[config.mk]
export PLATFORM = sky130hd
export DESIGN_NAME = fma_arbiter
export DESIGN_NICKNAME = d
export VERILOG_FILES = /design/src/rtl/fma_pkg.sv /design/src/rtl/fma_result_fifo.sv /design/src/rtl/fma_arbiter.sv
export SDC_FILE = /design/constraint.sdc
export NUM_CORES = 1
export LEC_CHECK = 0
export ABC_AREA = 1
export CORE_AREA = 2 2 217 219
export DETAILED_ROUTE_END_ITERATION = 16
export DIE_AREA = 0 0 219 221
export PLACE_DENSITY = 0.73
export SLEW_MARGIN = 30
export SYNTH_ARGS = -nofsm -noshare
export SYNTH_HDL_FRONTEND = slang
export SYNTH_HIERARCHICAL = 1
export SYNTH_SLANG_ARGS = --single-unit
export TNS_END_PERCENT = 10
[constraint.sdc]
create_clock -name clk -period 9.21 [get_ports clk]
set_input_delay 0.921 -clock clk [delete_from_list [all_inputs] [get_ports clk]]
set_output_delay 0.921 -clock clk [all_outputs]
set_load 0.005 [all_outputs]
[src/rtl/fma_pkg.sv]
// Shared constants and helpers for the FMA arbiter slice.
// Defaults match the reference configuration.
package fma_pkg;

  localparam int FP32_W    = 32;
  localparam int NREQ_DEF  = 4;
  localparam int LAT_DEF   = 4;
  localparam int DEPTH_DEF = 8;

  // ceil(log2(n)), never below 1 so ids always have a bit
  function automatic int clog2(input int n);
    int r;
    r = 0;
    while ((1 << r) < n) r++;
    return (r < 1) ? 1 : r;
  endfunction

endpackage

[src/rtl/fma_result_fifo.sv]
// Show-ahead result FIFO holding {id, data} pairs.
// Head entry is presented combinationally whenever count is non-zero.
module fma_result_fifo
  import fma_pkg::*;
#(
  parameter int DEPTH = DEPTH_DEF,
  parameter int W     = FP32_W + 2
) (
  input  logic                        clk,
  input  logic                        reset,
  input  logic                        wr_en,
  input  logic [W-1:0]                wr_data,
  input  logic                        rd_en,
  output logic [W-1:0]                rd_data,
  output logic [clog2(DEPTH+1)-1:0]   count
);

  localparam int AW = clog2(DEPTH);
  localparam int CW = clog2(DEPTH + 1);

  logic [W-1:0]  mem [DEPTH];
  logic [AW-1:0] wr_ptr;
  logic [AW-1:0] rd_ptr;
  logic          do_rd;

  assign do_rd   = rd_en && (count != '0);
  assign rd_data = (count != '0) ? mem[rd_ptr] : '0;

  // storage array, written at the tail
  always_ff @(posedge clk) begin
    if (wr_en) mem[wr_ptr] <= wr_data;
  end

  // pointers and occupancy
  always_ff @(posedge clk or posedge reset) begin
    if (reset) begin
      wr_ptr <= '0;
      rd_ptr <= '0;
      count  <= '0;
    end else begin
      if (wr_en) wr_ptr <= wr_ptr + AW'(1);
      if (do_rd) rd_ptr <= rd_ptr + AW'(1);
      case ({wr_en, do_rd})
        2'b10:   count <= count + CW'(1);
        2'b01:   count <= count - CW'(1);
        default: count <= count;
      endcase
    end
  end

endmodule

[src/rtl/fma_arbiter.sv]
// Round-robin share of one pipelined FP32 FMA among NREQ requesters.
// Credits bound in-flight ops to FIFO depth so the FMA never stalls.
module fma_arbiter
  import fma_pkg::*;
#(
  parameter int NREQ  = NREQ_DEF,
  parameter int LAT   = LAT_DEF,
  parameter int DEPTH = DEPTH_DEF
) (
  input  logic                      clk,
  input  logic                      reset,
  input  logic [NREQ-1:0]           req_valid,
  output logic [NREQ-1:0]           req_ready,
  input  logic [NREQ*FP32_W-1:0]    req_a,
  input  logic [NREQ*FP32_W-1:0]    req_b,
  input  logic [NREQ*FP32_W-1:0]    req_c,
  output logic                      fma_valid,
  output logic [FP32_W-1:0]         fma_a,
  output logic [FP32_W-1:0]         fma_b,
  output logic [FP32_W-1:0]         fma_c,
  input  logic [FP32_W-1:0]         fma_result,
  output logic                      rsp_valid,
  input  logic                      rsp_ready,
  output logic [clog2(NREQ)-1:0]    rsp_id,
  output logic [FP32_W-1:0]         rsp_data
);

  localparam int IDW = clog2(NREQ);
  localparam int CW  = clog2(DEPTH + 1);
  localparam int FW  = IDW + FP32_W;

  logic [IDW-1:0]    rr_ptr;
  logic [CW-1:0]     outst;
  logic              can_issue;
  logic              found;
  logic              fire;
  logic              pop;
  logic [IDW-1:0]    gnt_id;
  logic [IDW:0]      idx;
  logic [IDW-1:0]    issue_id;

  logic [LAT-1:0]            tag_v;
  logic [LAT-1:0][IDW-1:0]   tag_id;

  logic [FW-1:0]     fdata;
  logic [CW-1:0]     fcount;

  logic [FP32_W-1:0] a_arr [NREQ];
  logic [FP32_W-1:0] b_arr [NREQ];
  logic [FP32_W-1:0] c_arr [NREQ];

  for (genvar g = 0; g < NREQ; g++) begin : g_unpack
    assign a_arr[g] = req_a[FP32_W*g +: FP32_W];
    assign b_arr[g] = req_b[FP32_W*g +: FP32_W];
    assign c_arr[g] = req_c[FP32_W*g +: FP32_W];
  end

  assign can_issue = !reset && (outst < CW'(DEPTH));
  assign fire      = found;
  assign req_ready = found ? (NREQ'(1) << gnt_id) : '0;

  // scan from rr_ptr upward with wrap; first valid requester wins
  always_comb begin
    found  = 1'b0;
    gnt_id = '0;
    idx    = '0;
    for (int k = 0; k < NREQ; k++) begin
      idx = {1'b0, rr_ptr} + (IDW+1)'(k);
      if (idx >= (IDW+1)'(NREQ)) idx = idx - (IDW+1)'(NREQ);
      if (!found && can_issue && req_valid[idx[IDW-1:0]]) begin
        found  = 1'b1;
        gnt_id = idx[IDW-1:0];
      end
    end
  end

  // issue register: operands held when idle
  always_ff @(posedge clk or posedge reset) begin
    if (reset) begin
      rr_ptr    <= '0;
      fma_valid <= 1'b0;
      fma_a     <= '0;
      fma_b     <= '0;
      fma_c     <= '0;
      issue_id  <= '0;
    end else begin
      fma_valid <= fire;
      if (fire) begin
        rr_ptr   <= (gnt_id == IDW'(NREQ - 1)) ? '0
                                               : gnt_id + IDW'(1);
        fma_a    <= a_arr[gnt_id];
        fma_b    <= b_arr[gnt_id];
        fma_c    <= c_arr[gnt_id];
        issue_id <= gnt_id;
      end
    end
  end

  // credits: ops issued but not yet consumed
  always_ff @(posedge clk or posedge reset) begin
    if (reset) begin
      outst <= '0;
    end else begin
      case ({fire, pop})
        2'b10:   outst <= outst + CW'(1);
        2'b01:   outst <= outst - CW'(1);
        default: outst <= outst;
      endcase
    end
  end

  // id shadow of the FMA pipeline, aligned with fma_result
  always_ff @(posedge clk or posedge reset) begin
    if (reset) begin
      tag_v  <= '0;
      tag_id <= '0;
    end else begin
      tag_v[0]  <= fma_valid;
      tag_id[0] <= issue_id;
      for (int i = 1; i < LAT; i++) begin
        tag_v[i]  <= tag_v[i-1];
        tag_id[i] <= tag_id[i-1];
      end
    end
  end

  assign rsp_valid = (fcount != '0);
  assign pop       = rsp_valid && rsp_ready;
  assign rsp_id    = fdata[FP32_W +: IDW];
  assign rsp_data  = fdata[FP32_W-1:0];

  fma_result_fifo #(
    .DEPTH (DEPTH),
    .W     (FW)
  ) u_fifo (
    .clk     (clk),
    .reset   (reset),
    .wr_en   (tag_v[LAT-1]),
    .wr_data ({tag_id[LAT-1], fma_result}),
    .rd_en   (pop),
    .rd_data (fdata),
    .count   (fcount)
  );

endmodule
# Yosys cells after proc, flatten, opt, wreduce, memory -nomap -nowiden
# Memory sizes are Yosys's and may differ from the RTL's.
# Index checks and enable logic that the tools add are counted.
# totals
ff_bits	127
ramBits	272
input_bits	423
out_inout_bits	136
wordCells	100
mem_count	1
# memory_table
memory	words	word_bits	read_ports	rd_clocked_by_memory_dff	wr	line_no	rtl
u_fifo.mem	8	34	1	0	1	fma_result_fifo.sv:21	logic [W-1:0] mem [DEPTH];
# op_classes
n_addsub	14
n_lt_le_gt_ge	10
n_eq_ne	5
n_shift	1
muxes	36
n_bitwise	1
n_reduce_logical	17
# ops
operator	count
binary-select mux 32 bit (select 2 bit)	3
two-way mux 32 bit	6
two-way mux 34 bit	1
two-way mux 2 bit	9
case mux 4 bit (2 select lines)	2
greater-or-equal comparator 3 bit (second input constant)	4
less-than comparator 2 x 3 -> 1 bit (second input constant)	4
logical AND 1 bit	10
two-way mux 1 bit	10
adder 4 x 1 -> 4 bit (second input constant)	2
binary-select mux 1 bit (select 2 bit)	4
subtractor 2 x 1 -> 2 bit (second input constant)	4
subtractor 4 x 1 -> 4 bit (second input constant)	2
adder 2 x 2 -> 3 bit (second input constant)	2
adder 3 x 1 -> 3 bit (second input constant)	2
equality test 2 bit (second input constant)	3
equality test 2 x 1 -> 1 bit (second input constant)	2
zero test 1 bit	4
less-than comparator 4 bit (second input constant)	1
two-way mux 4 bit	1
nonzero test 2 bit	2
nonzero test 4 bit	1
<< shifter 1 x 2 -> 4 bit (first input constant)	1
adder 2 x 1 -> 3 bit (second input constant)	1
other kinds (3)	3

# Logic depth before layout (Yosys ltp)
# depth
ltp_word	22
depth_mapped	19
ltp_nobuf	16

# Cells and area by module
# The synthesis kept the hierarchy.
# modules_own_cells
module	n_inst	cells_per_inst	area_per_inst_um2	seq_area_each_um2
fma_result_fifo	1	883	11303.3	8418.1
fma_arbiter	1	1373	8520.7	2927.8

# Worst setup path before layout
# OpenSTA, ideal clock, no wires.
# synth_timing
kind	input -> output
from	in reset
to	out req_ready[3]
arrival_time_ps	2492
required_ps	8289
setup_slack_ps	5797
stages	12
path_buffers	2
path_cell_list	nor2_1 -> nand3_1 -> nand4_2 -> nor2_4 -> inv_2 -> nor2_4 -> a21oi_4 -> buf_6 -> buf_4 -> ha_1 -> inv_1 -> nor2_1
# synth_via
elab_chain_len	18
elab_cells_between_ends	22
cone_classes	shift (1); mux (9); reduce/logical (12)
# synth_lines
element	line_no	rtl
start, declared	fma_arbiter.sv:11	input logic reset,
zero test 1 bit (no source line) *	n/a	
logical AND 1 bit *	fma_arbiter.sv:58	assign can_issue = !reset && (outst < CW'(DEPTH));
logical AND 1 bit	fma_arbiter.sv:70	if (!found && can_issue && req_valid[idx[IDW-1:0]]) begin
two-way mux 1 bit	fma_arbiter.sv:70	
zero test 1 bit	fma_arbiter.sv:70	
logical AND 1 bit (2 in series)	fma_arbiter.sv:70	
two-way mux 1 bit	fma_arbiter.sv:70	
zero test 1 bit	fma_arbiter.sv:70	
logical AND 1 bit (2 in series)	fma_arbiter.sv:70	
two-way mux 1 bit	fma_arbiter.sv:70	
zero test 1 bit	fma_arbiter.sv:70	
logical AND 1 bit (2 in series)	fma_arbiter.sv:70	
two-way mux 2 bit *	fma_arbiter.sv:70	
via gnt_id[1]	fma_arbiter.sv:38	logic [IDW-1:0] gnt_id;
<< shifter 1 x 2 -> 4 bit *	fma_arbiter.sv:60	assign req_ready = found ? (NREQ'(1) << gnt_id) : '0;
two-way mux 4 bit *	fma_arbiter.sv:60	
end, declared	fma_arbiter.sv:13	output logic [NREQ-1:0] req_ready,
# Mark *: on every way through the listed nets, which the timed path passes. The rest lies on a longest branch.

# Final worst setup path
# layout_timing
from	in reset
to	out req_ready[2]
# layout_via
elab_chain_len	18
elab_cells_between_ends	22
cone_classes	shift (1); mux (9); reduce/logical (12)
# layout_lines
element	line_no
zero test 1 bit (no source line) *	n/a
logical AND 1 bit *	fma_arbiter.sv:58
logical AND 1 bit	fma_arbiter.sv:70
two-way mux 1 bit	fma_arbiter.sv:70
zero test 1 bit	fma_arbiter.sv:70
logical AND 1 bit (2 in series)	fma_arbiter.sv:70
two-way mux 1 bit	fma_arbiter.sv:70
zero test 1 bit	fma_arbiter.sv:70
logical AND 1 bit (2 in series)	fma_arbiter.sv:70
two-way mux 1 bit	fma_arbiter.sv:70
zero test 1 bit	fma_arbiter.sv:70
logical AND 1 bit (2 in series)	fma_arbiter.sv:70
two-way mux 2 bit	fma_arbiter.sv:70
<< shifter 1 x 2 -> 4 bit	fma_arbiter.sv:60
two-way mux 4 bit *	fma_arbiter.sv:60
# Mark *: on every way between the ends. The rest lies on a longest branch, timed or not.

==> impl_metrics.toml <==
[status]
status = "complete, no violations"

[cts]
worstSkewPairLatency_ns = 0.57
post_cts_buffers = 0
cts_buffer_depth = 3
path_clk_slew_ns = 0.06
cts_hold_buf = 0
cts_made_buffers = 43
cts.htree.levels = 2
cts_tree = "done"
cts-root-buf = "clkbuf_16"
cts_resized = 0
numClockSinks = 399

[final_layout]
regArea_sq_mm = 0.0114
mostFrequentLayoutCell = "nand2_1"
design_area_sq_mm = 0.0271
final_core_utilization_pct = 58.7
multi_input_area_sq_mm = 0.00740
instances_no_fill = 3389
syn2layout_area_growth_pct = 36.5
n_fill_cell = 4002
final_nets = 3171
layout_common_cells = "nand2_1, clkdlybuf4s50_1, edfxtp_1"
drive_gt1_share_pct = 5.96

[sta]
fin_hold_ws_ns = 0.344
period_minus_slack_ns = 5.66
maxSlewHeadroom_pct = 41.9
tightest_slew_ns = 0.872
setup_viol = 0
finalHoldViolCount = 0
fin_setup_tns_ns = 0
max_freq_mhz = 177
fin_crit_sh_pct = 61.5
maxSlewViolCount = 0
grt_setup_unrepaired = "false"
skew_ns = 0.0100

[pwr]
combinationalPowerShare_pct = 52.5
power_frac_seq_pct = 28.5
p_per_area_mw_per_mm2 = 344
p_clk_share_pct = 19.0
p_switching_mw = 3.96
leakage_nw = 11.4
ir_worst_vdd_v = 0.000273
p_int_mw = 5.33
switching_share_pct = 42.6

[worst_setup_path]
worstSetupEndpointType = "output pin"
worstPathArrival_ns = 4.74
critPathKind = "in2out"
path_max_fanout = 69
reg2reg_depth = 16
timing.rr.start = "rr_ptr[0]$_DFFE_PP0P_"
startpoint_type = "primary input"
rr_endpoint = "fma_c[1]$_DFFE_PP0P_"
critPathRequiredTime_ns = 8.29
r2r_slack_ns = 4.68

[floorplan]
row_count = 79
dieWidth_microns = 219
die_h_microns = 221
io_pins = 559
core_sq_mm = 0.0461
dieArea_sq_mm = 0.0484
start_util_pct = 43.0

[min_path]
hold_path.class = "reg2reg"
holdPathStages = 0
hold_path_end = "tag_id[2]$_DFF_PP0_"
min_from = "tag_id[0]$_DFF_PP0_"

[logic_synthesis]
ys_ff_latch = 399
async_flop_share_pct = 31.8
yosysSeqAreaShare_pct = 57.2
yosysWarnings = 6
dominantRegCellSynth = "edfxtp_1"
netlist_instances = 2256
syn_avg_cell_area_sq_um = 8.79
synth_area_sq_mm = 0.0198
syn_nets = 2691
synth.distinct_cells = 38
synth_enable_flop_cells = 272

[job]
maxCapViolations = 0

[grt]
grt_max_degree = 89
first_global_vias = 17300
groute.usage.overall_pct = 28.2
grt-ovfl-total = 0
antenna_found_initial = 17
grt_pass1_wl_microns = 104000

[place]
dpl.hpwl_microns = 47400
port_buffers = 558
dp_cells = 3298
place_area_sq_mm = 0.0256
routabilityCongestion = 1.01

[route]
first_pass_iters = 7
via_per_inst = 5.24
drt_iter0_markers = 1373
routed-via-count = 17800
avgRoutedWirePerCell_microns = 20.4
wl_microns = 69100
drtAntennaViolNets = 0
drc = 0
-- final cells by class --
class                           count  area share (%)
Clock inverter                     29            1.24
Clock buffer                       49            4.06
Timing Repair Buffer              585            21.4
Inverter                           71            1.03
Antenna cell                       13           0.120
Tap cell                          607            2.81
Sequential cell                   399            42.0
Multi-Input combinational cell   1636            27.3
-- cells by family (layout without fill, tap and decap cells) --
logic type,after synthesis,after routing,share of synthesized area [%]
buffers and inverters,221,734,5.93
adders and majority gates,12,12,0.757
and+or+nand+nor,1361,1361,28.1
xor gates and xnor gates,9,9,0.398
AOI/OAI and AO/OA,254,254,7.59
DFF,399,399,57.2
other,0,13,0
-- worst max path at each step --
stage	from	endpoint	slack, ns	cells after the start
after CTS	reset	req_ready[2]	3.58	13
after global placement	reset	req_ready[2]	3.71	13
final	reset	req_ready[2]	3.55	13
after floorplan	reset	fma_a[0]$_DFFE_PP0P_	5.19	1
after detailed placement	reset	req_ready[2]	3.59	13
after global routing	reset	req_ready[2]	3.27	13
-- worst max-delay path, cell delays in order --
cell and delay (ns):
clkdlybuf4s50_1 0.51, nor2_1 0.46, nand3_1 0.16, nand4_2 0.12, nor2_4 0.06, nand2_4 0.44, nand2_4 0.54, inv_1 0.17
buf_4 0.40, ha_1 0.23, inv_1 0.04, nor2_1 0.09, clkdlybuf4s50_1 0.52
-- sequential cells by signal, indices dropped and copies added (netlist names) --
register / count
outst: 4
u_fifo/mem: 272
u_fifo/rd_ptr: 3
fma_valid: 1
issue_id: 2
rr_ptr: 2
fma_a: 32
fma_c: 32
tag_id: 8
u_fifo/wr_ptr: 3
u_fifo/count: 4
fma_b: 32
tag_v: 4
-- power by group through the flow --
| stage | clock [mW] | sequential [mW] | combinational (mW) |
|---|---|---|---|
| after floorplan | 0 | 2.59 | 3.15 |
| after global placement | 0 | 2.66 | 4.79 |
| after detailed placement | 0 | 2.67 | 4.88 |
| after CTS | 1.80 | 2.65 | 4.91 |
| after global routing | 1.88 | 2.69 | 5.41 |
| final | 1.77 | 2.65 | 4.88 |
-- cells in the mapped netlist (36+ instances only) --
cell	number	area, sq um
nand2_1	863	3240
edfxtp_1	272	8170
nor2_1	257	965
nand3_1	149	746
dfrtp_1	127	3180
o21ai_0	123	616
inv_1	64	240
buf_2	52	260
clkbuf_1	40	150
nand4_1	39	244
or2_2	38	238
a21boi_1	36	270
-- metal layers --
| layer | wire length [microns] | vias up | part of all wire (%) | global-route usage [%] |
|---|---|---|---|---|
| li1 | - | 8434 | - | - |
| met1 | 27000 | 8536 | 39 | 35.0 |
| met2 | 34900 | 657 | 50 | 48.4 |
| met3 | 5360 | 112 | 7.8 | 6.65 |
| met4 | 1850 | 12 | 2.7 | 8.78 |
| met5 | 77 | - | 0.11 | 0 |
-- through the flow --
stage / setup slack (ns) / total power, mW
6_report: 3.55 / 9.30
3_5_place_dp: 3.59 / 7.55
4_1_cts: 3.58 / 9.35
3_3_place_gp: 3.71 / 7.46
5_1_grt: 3.27 / 9.98
2_1_floorplan: 5.19 / 5.74
(Power assumes the default switching activity.)
